File: src/rtl/ram_program_loader.sv
// rtl/ram_program_loader.sv - host-to-RAM program loader that hands the RAM bus to the CU once a load session ends
module ram_program_loader #(
  parameter int adlines      = 8,
  parameter int datalines    = 16,
  parameter int WRITE_CYCLES = 2
) (
  input  logic                 clk,
  input  logic                 rst_n,
  input  logic                 load_start,
  input  logic [adlines-1:0]   base_addr,
  input  logic                 in_valid,
  input  logic [datalines-1:0] in_data,
  input  logic                 in_last,
  output logic                 in_ready,
  input  logic [adlines-1:0]   cu_addressbus,
  input  logic [datalines-1:0] cu_toram,
  input  logic                 cu_read,
  input  logic                 cu_write,
  output logic [adlines-1:0]   ram_address,
  output logic [datalines-1:0] ram_datain,
  output logic                 ram_read,
  output logic                 ram_write,
  output logic                 cu_enable,
  output logic [adlines:0]     load_count,
  output logic                 load_err
);

  typedef enum logic [2:0] {
    S_IDLE,
    S_ACCEPT,
    S_WRITE,
    S_GAP,
    S_RUN,
    S_ERROR
  } state_t;

  localparam logic [3:0]         WC_LAST = 4'(WRITE_CYCLES - 1);
  localparam logic [adlines-1:0] PTR_MAX = '1;
  localparam logic [adlines-1:0] PTR_ONE = adlines'(1);
  localparam logic [adlines:0]   CNT_ONE = (adlines + 1)'(1);

  state_t               state_q, state_d;
  logic [adlines-1:0]   ptr_q, ptr_d;
  logic [datalines-1:0] data_q, data_d;
  logic                 last_q, last_d;
  logic [3:0]           wcnt_q, wcnt_d;
  logic [adlines:0]     load_count_q, load_count_d;
  logic                 load_err_q, load_err_d;
  logic                 cu_enable_q, cu_enable_d;

  always_comb begin
    state_d      = state_q;
    ptr_d        = ptr_q;
    data_d       = data_q;
    last_d       = last_q;
    wcnt_d       = wcnt_q;
    load_count_d = load_count_q;
    load_err_d   = load_err_q;
    cu_enable_d  = cu_enable_q;

    // A new session wins over anything else, including a word offered in ACCEPT.
    if (load_start) begin
      ptr_d        = base_addr;
      load_count_d = '0;
      load_err_d   = 1'b0;
      cu_enable_d  = 1'b0;
      wcnt_d       = '0;
      state_d      = S_ACCEPT;
    end else begin
      case (state_q)
        S_ACCEPT: begin
          if (in_valid) begin
            data_d  = in_data;
            last_d  = in_last;
            wcnt_d  = '0;
            state_d = S_WRITE;
          end
        end
        S_WRITE: begin
          if (wcnt_q == WC_LAST) begin
            state_d = S_GAP;
          end else begin
            wcnt_d = wcnt_q + 4'd1;
          end
        end
        S_GAP: begin
          load_count_d = load_count_q + CNT_ONE;
          if (last_q) begin
            cu_enable_d = 1'b1;
            state_d     = S_RUN;
          end else if (ptr_q == PTR_MAX) begin
            load_err_d = 1'b1;
            state_d    = S_ERROR;
          end else begin
            ptr_d   = ptr_q + PTR_ONE;
            state_d = S_ACCEPT;
          end
        end
        default: begin
        end
      endcase
    end
  end

  always_ff @(posedge clk or negedge rst_n) begin
    if (!rst_n) begin
      state_q      <= S_IDLE;
      ptr_q        <= '0;
      data_q       <= '0;
      last_q       <= 1'b0;
      wcnt_q       <= '0;
      load_count_q <= '0;
      load_err_q   <= 1'b0;
      cu_enable_q  <= 1'b0;
    end else begin
      state_q      <= state_d;
      ptr_q        <= ptr_d;
      data_q       <= data_d;
      last_q       <= last_d;
      wcnt_q       <= wcnt_d;
      load_count_q <= load_count_d;
      load_err_q   <= load_err_d;
      cu_enable_q  <= cu_enable_d;
    end
  end

  // RAM-side bus decodes straight from the registered state so reset drops the strobe without a clock.
  always_comb begin
    ram_address = '0;
    ram_datain  = '0;
    ram_read    = 1'b0;
    ram_write   = 1'b0;
    case (state_q)
      S_WRITE: begin
        ram_address = ptr_q;
        ram_datain  = data_q;
        ram_write   = 1'b1;
      end
      S_GAP: begin
        ram_address = ptr_q;
        ram_datain  = data_q;
      end
      S_RUN: begin
        ram_address = cu_addressbus;
        ram_datain  = cu_toram;
        ram_read    = cu_read;
        ram_write   = cu_write;
      end
      default: begin
      end
    endcase
  end

  assign in_ready   = (state_q == S_ACCEPT) && !load_start;
  assign cu_enable  = cu_enable_q;
  assign load_count = load_count_q;
  assign load_err   = load_err_q;

endmodule

File: config.mk
export PLATFORM = sky130hd
export DESIGN_NAME = ram_program_loader
export DESIGN_NICKNAME = d
export VERILOG_FILES = /design/src/rtl/ram_program_loader.sv
export SDC_FILE = /design/constraint.sdc
export NUM_CORES = 1
export LEC_CHECK = 0
export CAP_MARGIN = 20
export CORE_ASPECT_RATIO = 1.25
export CORE_MARGIN = 10
export CORE_UTILIZATION = 39
export CTS_CLUSTER_DIAMETER = 200
export DETAILED_ROUTE_END_ITERATION = 10
export GPL_TIMING_DRIVEN = 0
export HOLD_SLACK_MARGIN = 0.02
export MAX_ROUTING_LAYER = met4
export PLACE_DENSITY_LB_ADDON = 0.15
export SLEW_MARGIN = 20
export SYNTH_ARGS = -nofsm -noshare
export SYNTH_HDL_FRONTEND = slang
export SYNTH_SLANG_ARGS = --single-unit
File: constraint.sdc
create_clock -name clk -period 1.7 [get_ports clk]
set_input_delay 0.17 -clock clk [delete_from_list [all_inputs] [get_ports clk]]
set_output_delay 0.17 -clock clk [all_outputs]
set_load 0.01 [all_outputs]
* Word-level counts from Yosys, hierarchy flattened
Index checks and enable logic that the tools add are counted.
W data, S select, Z words.
** Storage, ports and cells
- Register bits after elaboration :: 43
- Bits of input ports :: 55
- Output and inout port bits :: 38
- Logic and storage cells :: 64
** Cells by class
- Add/sub/neg operators :: 3
- Equality and inequality tests :: 11
- Muxes and demuxes :: 27
- Bitwise operators :: 1
- Reduce and logical (&&, ||, !) cells :: 14
** Operators by type and width (number)
- $mux W8 :: 4
- $pmux W16 S2 :: 1
- $mux W9 :: 2
- $pmux W8 S2 :: 1
- $mux W3 :: 5
- $reduce_and A3 Y1 :: 5
- $mux W4 :: 3
- $add A9 B1 Y9 const B :: 1
- $ne A3 B3 Y1 const B :: 3
- $pmux W3 S3 :: 1
- $add A8 B1 Y8 const B :: 1
- $eq A8 B8 Y1 const B :: 1
- $mux W1 :: 8
- $pmux W4 S2 :: 1
- $eq A3 B2 Y1 const B :: 2
- $reduce_bool A2 Y1 :: 3
- $add A4 B1 Y4 const B :: 1
- $eq A4 B1 Y1 const B :: 1
- $ne A2 B2 Y1 const B :: 2
- $reduce_bool A4 Y1 :: 1
- $eq A3 B1 Y1 const B :: 1
- $eq A3 B3 Y1 const B :: 1
- $reduce_bool A3 Y1 :: 1
- $pmux W1 S2 :: 1
- other kinds (5) :: 5

* Logic depth before layout (Yosys ltp)
- Word-level depth :: 5
- Mapped depth :: 6
- Mapped depth without buffers :: 6

* Worst setup path before layout
No wires, ideal clock.
- Path type :: reg-to-reg
- From :: register wcnt_q[1]
- To :: register wcnt_q[2]
- Library setup time :: 121 ps
- Data arrival time :: 1574 ps
- Path slack :: 5 ps
- Stages on the path, launching flop included :: 7
- Path buffers :: 0
- Cells stage by stage :: dfrtp_1 inv_1 ha_1 or3b_4 a311oi_4 o21ai_1 a22o_1
** Between the ends
- Word-level cells in the longest chain between the ends :: 4
** RTL lines
- start, declared :: line 46 : logic [3:0] wcnt_q, wcnt_d;
- start signal, assigned :: line 120 : wcnt_q <= wcnt_d;
- $add A4 B1 Y4 :: line 83 : wcnt_d = wcnt_q + 4'd1;
- $mux W4 :: line 80 : if (wcnt_q == WC_LAST) begin
- $pmux W4 S2 :: line 70 : case (state_q)
- $mux W4 :: line 62 : if (load_start) begin
Parallel ways exist; a longest one is shown, timed or not. The select of a mux whose other input is x is not followed.
A chain may end at the register's enable or synchronous reset.

* Final worst setup path
- From :: register state_q[1]
- To :: output ram_datain[10]
** Between the ends
- Word-level cells in the longest chain between the ends :: 3
** RTL lines
- start, declared :: line 42 : state_t state_q, state_d;
- start signal, assigned :: line 116 : state_q <= state_d;
- $eq A3 B2 Y1 :: line 133 : case (state_q)
- $reduce_or A2 Y1 (no line)
- $pmux W16 S2 (*) :: line 133
- end, declared :: line 20 : output logic [datalines-1:0] ram_datain,
Every way passes the cells marked *; elsewhere a longest branch is shown, timed or not.

==> flow_summary.rst <==
.. list-table::
   :header-rows: 1

   * - Metric
     - Value
   * - Status
     - finished, violations left
   * - Failing checks
     - negative setup slack
   * - Endpoint arrival time on the critical path
     - 1630 ps
   * - Internal Power
     - 1.98 mW
   * - Dominant combinational cell family by area after synthesis
     - compound AO/OA/AOI/OAI gates
   * - Net count, final
     - 399
   * - Overflow left after global routing
     - 0
   * - Relative max-transition margin
     - 71.7%
   * - Clock tree buffer depth
     - 2
   * - Vias in the first global route
     - 2,259
   * - Minimum clock period after layout
     - 1800 ps
   * - Via count
     - 2,159
   * - Required time at the worst-slack endpoint
     - 1530 ps
   * - Setup Skew
     - 7.28 ps
   * - Buffer cell driving the clock tree root
     - sky130_fd_sc_hd__clkbuf_8
   * - Routed length on met1
     - 2960 um
   * - Number of sinks driven by the clock tree
     - 43
   * - Number of buffers added by the clock tree synthesis step
     - 5
   * - Routed length per instance
     - 17.2 um
   * - Number of antenna violations at the first check in global routing
     - 0
   * - Combinational Power Share
     - 29.8%
   * - Number of placed I/O pins
     - 93
   * - Fraction of registers with async set or reset after synthesis
     - 100%
   * - Tightest Pin Transition
     - 425 ps
   * - Simple-gate portion of the synthesized area
     - 16.2%
   * - Source of the critical timing path
     - state_q[1]
   * - Multiplexer share of the synthesized area
     - 11.0%
   * - Worst-case setup margin in the final layout
     - -98.7 ps
   * - Fraction of synthesized cell area in xor and xnor cells
     - 4.10%
   * - Worst VDD drop
     - 0.497 mV
   * - Final-report hold violation count
     - 0
   * - Layout filler cell count
     - 504
   * - RSZ-0062 raised after global routing
     - true
   * - Switching fraction of total power
     - 28.9%
   * - Count of input and output buffers
     - 92
   * - CP startpoint kind
     - flop
   * - Layout cell share with drive strength beyond 1
     - 27.6%
   * - Vias per cell
     - 5.30
   * - Count of pins over their slew limit
     - 0
   * - Mean instance size in the synthesized netlist
     - 10.8 um^2
   * - Overall power consumption
     - 2.79 mW
   * - Width of the die
     - 89.4 um
   * - Total nets after synthesis
     - 276
   * - Total iterations of the first detailed-routing run
     - 4
   * - Synthesis warning total
     - 0
   * - Vertical die dimension
     - 107 um
   * - Maximum number of pins on one net before global-route repair
     - 31
   * - Crit path capture type
     - output pin
   * - Lkg Pwr
     - 1.63 nW
   * - Adder-cell area share of the yosys netlist
     - 2.13%
   * - Clock network fraction of total power
     - 23.1%
   * - Clock latency on the worst-skew pair
     - 300 ps
   * - Initial Utilization
     - 40.3%
   * - Diodes inserted
     - 0
   * - Synth Instances
     - 217
   * - CTS HTree Levels
     - 2
   * - Die area
     - 9540 um^2
   * - Share of the cycle needed by the critical path after routing
     - 106%
   * - Global routing usage summed across all routing layers
     - 15.3%
   * - Wire length on met2
     - 3320 um
   * - Violation count after the first detailed-route iteration
     - 73
   * - Number of synthesized register bits
     - 43
   * - Total DRC errors in the routed layout
     - 0
   * - First-pass GRT wire length
     - 11,200 um
   * - Launch point of the worst reg-to-reg path
     - wcnt_q[1]
   * - Utilization after layout
     - 63.1%
   * - Total area of multi-input combinational cells
     - 1230 um^2
   * - Most used DFF post-synth
     - sky130_fd_sc_hd__dfrtp_1
   * - Switching power of the nets
     - 0.804 mW
   * - Signed area change from the synthesized netlist to the final layout
     - 56.4%
   * - TritonCTS clock tree
     - yes
   * - Number of different library cells in the post-synthesis netlist
     - 45
   * - Final Wtd Congestion
     - 0.764
   * - Highest clock rate
     - 0.556 GHz
   * - Total Wirelength
     - 6990 um
   * - Clock-pin slew on the worst setup and hold paths
     - 80 ps
   * - Max-capacitance violation count
     - 0
   * - Estimated wirelength of the detail-placed design
     - 5200 um
   * - Uppermost metal layer occupied by signal nets
     - met4
   * - Core outline area
     - 5820 um^2
   * - Number of nets with antenna violations after routing
     - 0
   * - Routed length on met3
     - 646 um
   * - Worst-path fanout max
     - 6
   * - Sequential cell area
     - 1080 um^2
   * - Netlist Area Pre-Place
     - 2350 um^2
   * - Complex-gate fraction of the synthesized area
     - 17.3%
   * - Class of the most critical hold timing path
     - primary input to asynchronous set/reset pin
   * - Pwr dens
     - 759 nW/um^2
   * - Core Rows
     - 31
   * - Portion of total power attributed to sequential cells
     - 47.1%
   * - Total setup violations reported at the end of the flow
     - 25
   * - Setup CP Type
     - flop to output pin
   * - Proportion of synthesized chip area in sequential cells
     - 45.8%
   * - Count of flip-flops with a built-in enable after synthesis
     - 0
[per-stage QoR]
step           instance area (um^2)  hold slack, ps  instances  TNS (ps)  setup WS [ps]
6_report                       3670             309        407      -735          -98.7
5_1_grt                        3670             346        407     -2640           -173
4_1_cts                        3550             322        399      -939           -112
3_5_place_dp                   3370            99.7        376    -16820           -446
3_3_place_gp                   3350             476        375    -50510           -791
2_1_floorplan                  2350            -126        217         0           4.96
[final timing paths]
| check | endpoint | slack (ps) | depth (start not counted) |
|---|---|---|---|
| min in group clk | ptr_q[6] | 420 | 3 |
| hold / removal | data_q[0] | 310 | 2 |
| hold reg to reg | data_q[15] | 500 | 1 |
| setup reg to reg | wcnt_q[2] | 10 | 6 |
| max in group asynchronous | state_q[2] | 900 | 3 |
| setup / recovery | ram_datain[10] | -100 | 7 |
[kinds of logic after synthesis]
kind of cell | count (synthesis)
AOI/OAI and AO/OA | 54
muxes | 20
and+or+nand+nor | 68
DFF | 43
xor gates and xnor gates | 11
buffers and inverters | 17
adders and majority gates | 4
[synthesized netlist by cell type (all sizes together), types with 2 or more instances]
cell type / number / area (um^2)
nor4: 4 / 25.0
nand2: 19 / 73.8
xor2: 7 / 61.3
nor2: 13 / 48.8
and4bb: 2 / 25.0
inv: 5 / 18.8
o31a: 2 / 17.5
clkbuf: 5 / 18.8
dfrtp: 43 / 1080
mux2: 17 / 229
nand4: 4 / 25.0
a21oi: 7 / 35.0
xnor2: 4 / 35.0
nand3b: 2 / 15.0
ha: 4 / 50.1
a22o: 25 / 219
buf: 7 / 42.5
nor3: 4 / 30.0
nand2b: 4 / 25.0
nor2b: 2 / 12.5
nand3: 5 / 25.0
o21ai: 16 / 83.8
mux2i: 3 / 30.0
[power by group through the flow]
stage / registers, mW / logic (mW) / clock network (mW)
CTS: 1.31 / 0.794 / 0.662
finish: 1.31 / 0.830 / 0.645
global placement: 1.32 / 0.761 / 0
floorplan: 1.29 / 0.430 / 0
detailed placement: 1.32 / 0.782 / 0
global route: 1.33 / 0.898 / 0.702
[metal layers]
| metal | global-route usage, % | vias up |
|---|---|---|
| li1 | - | 1046 |
| met1 | 16.9 | 1036 |
| met2 | 24.2 | 72 |
| met3 | 6.89 | 5 |
| met4 | 4.10 | 0 |
| met5 | - | - |
[sequential cells by signal, indices dropped and copies added (netlist names)]
signal      flops
cu_enable       1
load_count      9
load_err        1
data_q         16
ptr_q           8
wcnt_q          4
state_q         3
last_q          1
[cells in the final DEF, fill, tap and decap left out, types with 4 or more instances in the layout]
| cell | n |
|---|---|
| sky130_fd_sc_hd__nand2_1 | 17 |
| sky130_fd_sc_hd__nand2b_1 | 4 |
| sky130_fd_sc_hd__nor2_1 | 13 |
| sky130_fd_sc_hd__nand4_1 | 4 |
| sky130_fd_sc_hd__inv_1 | 4 |
| sky130_fd_sc_hd__clkbuf_1 | 4 |
| sky130_fd_sc_hd__buf_4 | 18 |
| sky130_fd_sc_hd__nand3_1 | 4 |
| sky130_fd_sc_hd__mux2_1 | 7 |
| sky130_fd_sc_hd__buf_2 | 18 |
| sky130_fd_sc_hd__xnor2_1 | 4 |
| sky130_fd_sc_hd__o21ai_1 | 6 |
| sky130_fd_sc_hd__clkdlybuf4s50_1 | 64 |
| sky130_fd_sc_hd__clkbuf_8 | 6 |
| sky130_fd_sc_hd__mux2_4 | 10 |
| sky130_fd_sc_hd__a22o_1 | 25 |
| sky130_fd_sc_hd__dfrtp_1 | 40 |
| sky130_fd_sc_hd__buf_6 | 17 |
| sky130_fd_sc_hd__xor2_1 | 7 |
| sky130_fd_sc_hd__a21oi_1 | 6 |
| sky130_fd_sc_hd__o21ai_0 | 9 |
| sky130_fd_sc_hd__nor4_1 | 4 |
[critical path, stage by stage, from the launching register on]
cell and delay (ps):
sky130_fd_sc_hd__dfrtp_1 420, sky130_fd_sc_hd__buf_6 140, sky130_fd_sc_hd__nor3_4 170, sky130_fd_sc_hd__buf_6 160
sky130_fd_sc_hd__buf_6 120, sky130_fd_sc_hd__buf_6 90, sky130_fd_sc_hd__a22o_1 110, sky130_fd_sc_hd__buf_2 130
[area by class of cell]
type | count | share of cell area (%)
Clock buffer | 7 | 2.08
Timing Repair Buffer | 116 | 29.0
Clock inverter | 1 | 0.136
Buffer | 12 | 3.00
Inverter | 5 | 0.511
Tap cell | 66 | 2.25
Multi-Input combinational cell | 157 | 33.6
Sequential cell | 43 | 29.4
[what timing repair did]
| item | 4_1_cts | 5_1_grt |
|---|---|---|
| setup endpoints to repair | 39 | 62 |
| buffers inserted | 12 | 8 |
| cloned | 2 | 0 |
| pin swaps | 6 | 4 |
| hold endpoints to repair | 13 | 0 |
| gates resized for setup | 138 | 21 |
| hold buffers | 1 | 0 |
(Power assumes the default switching activity.)
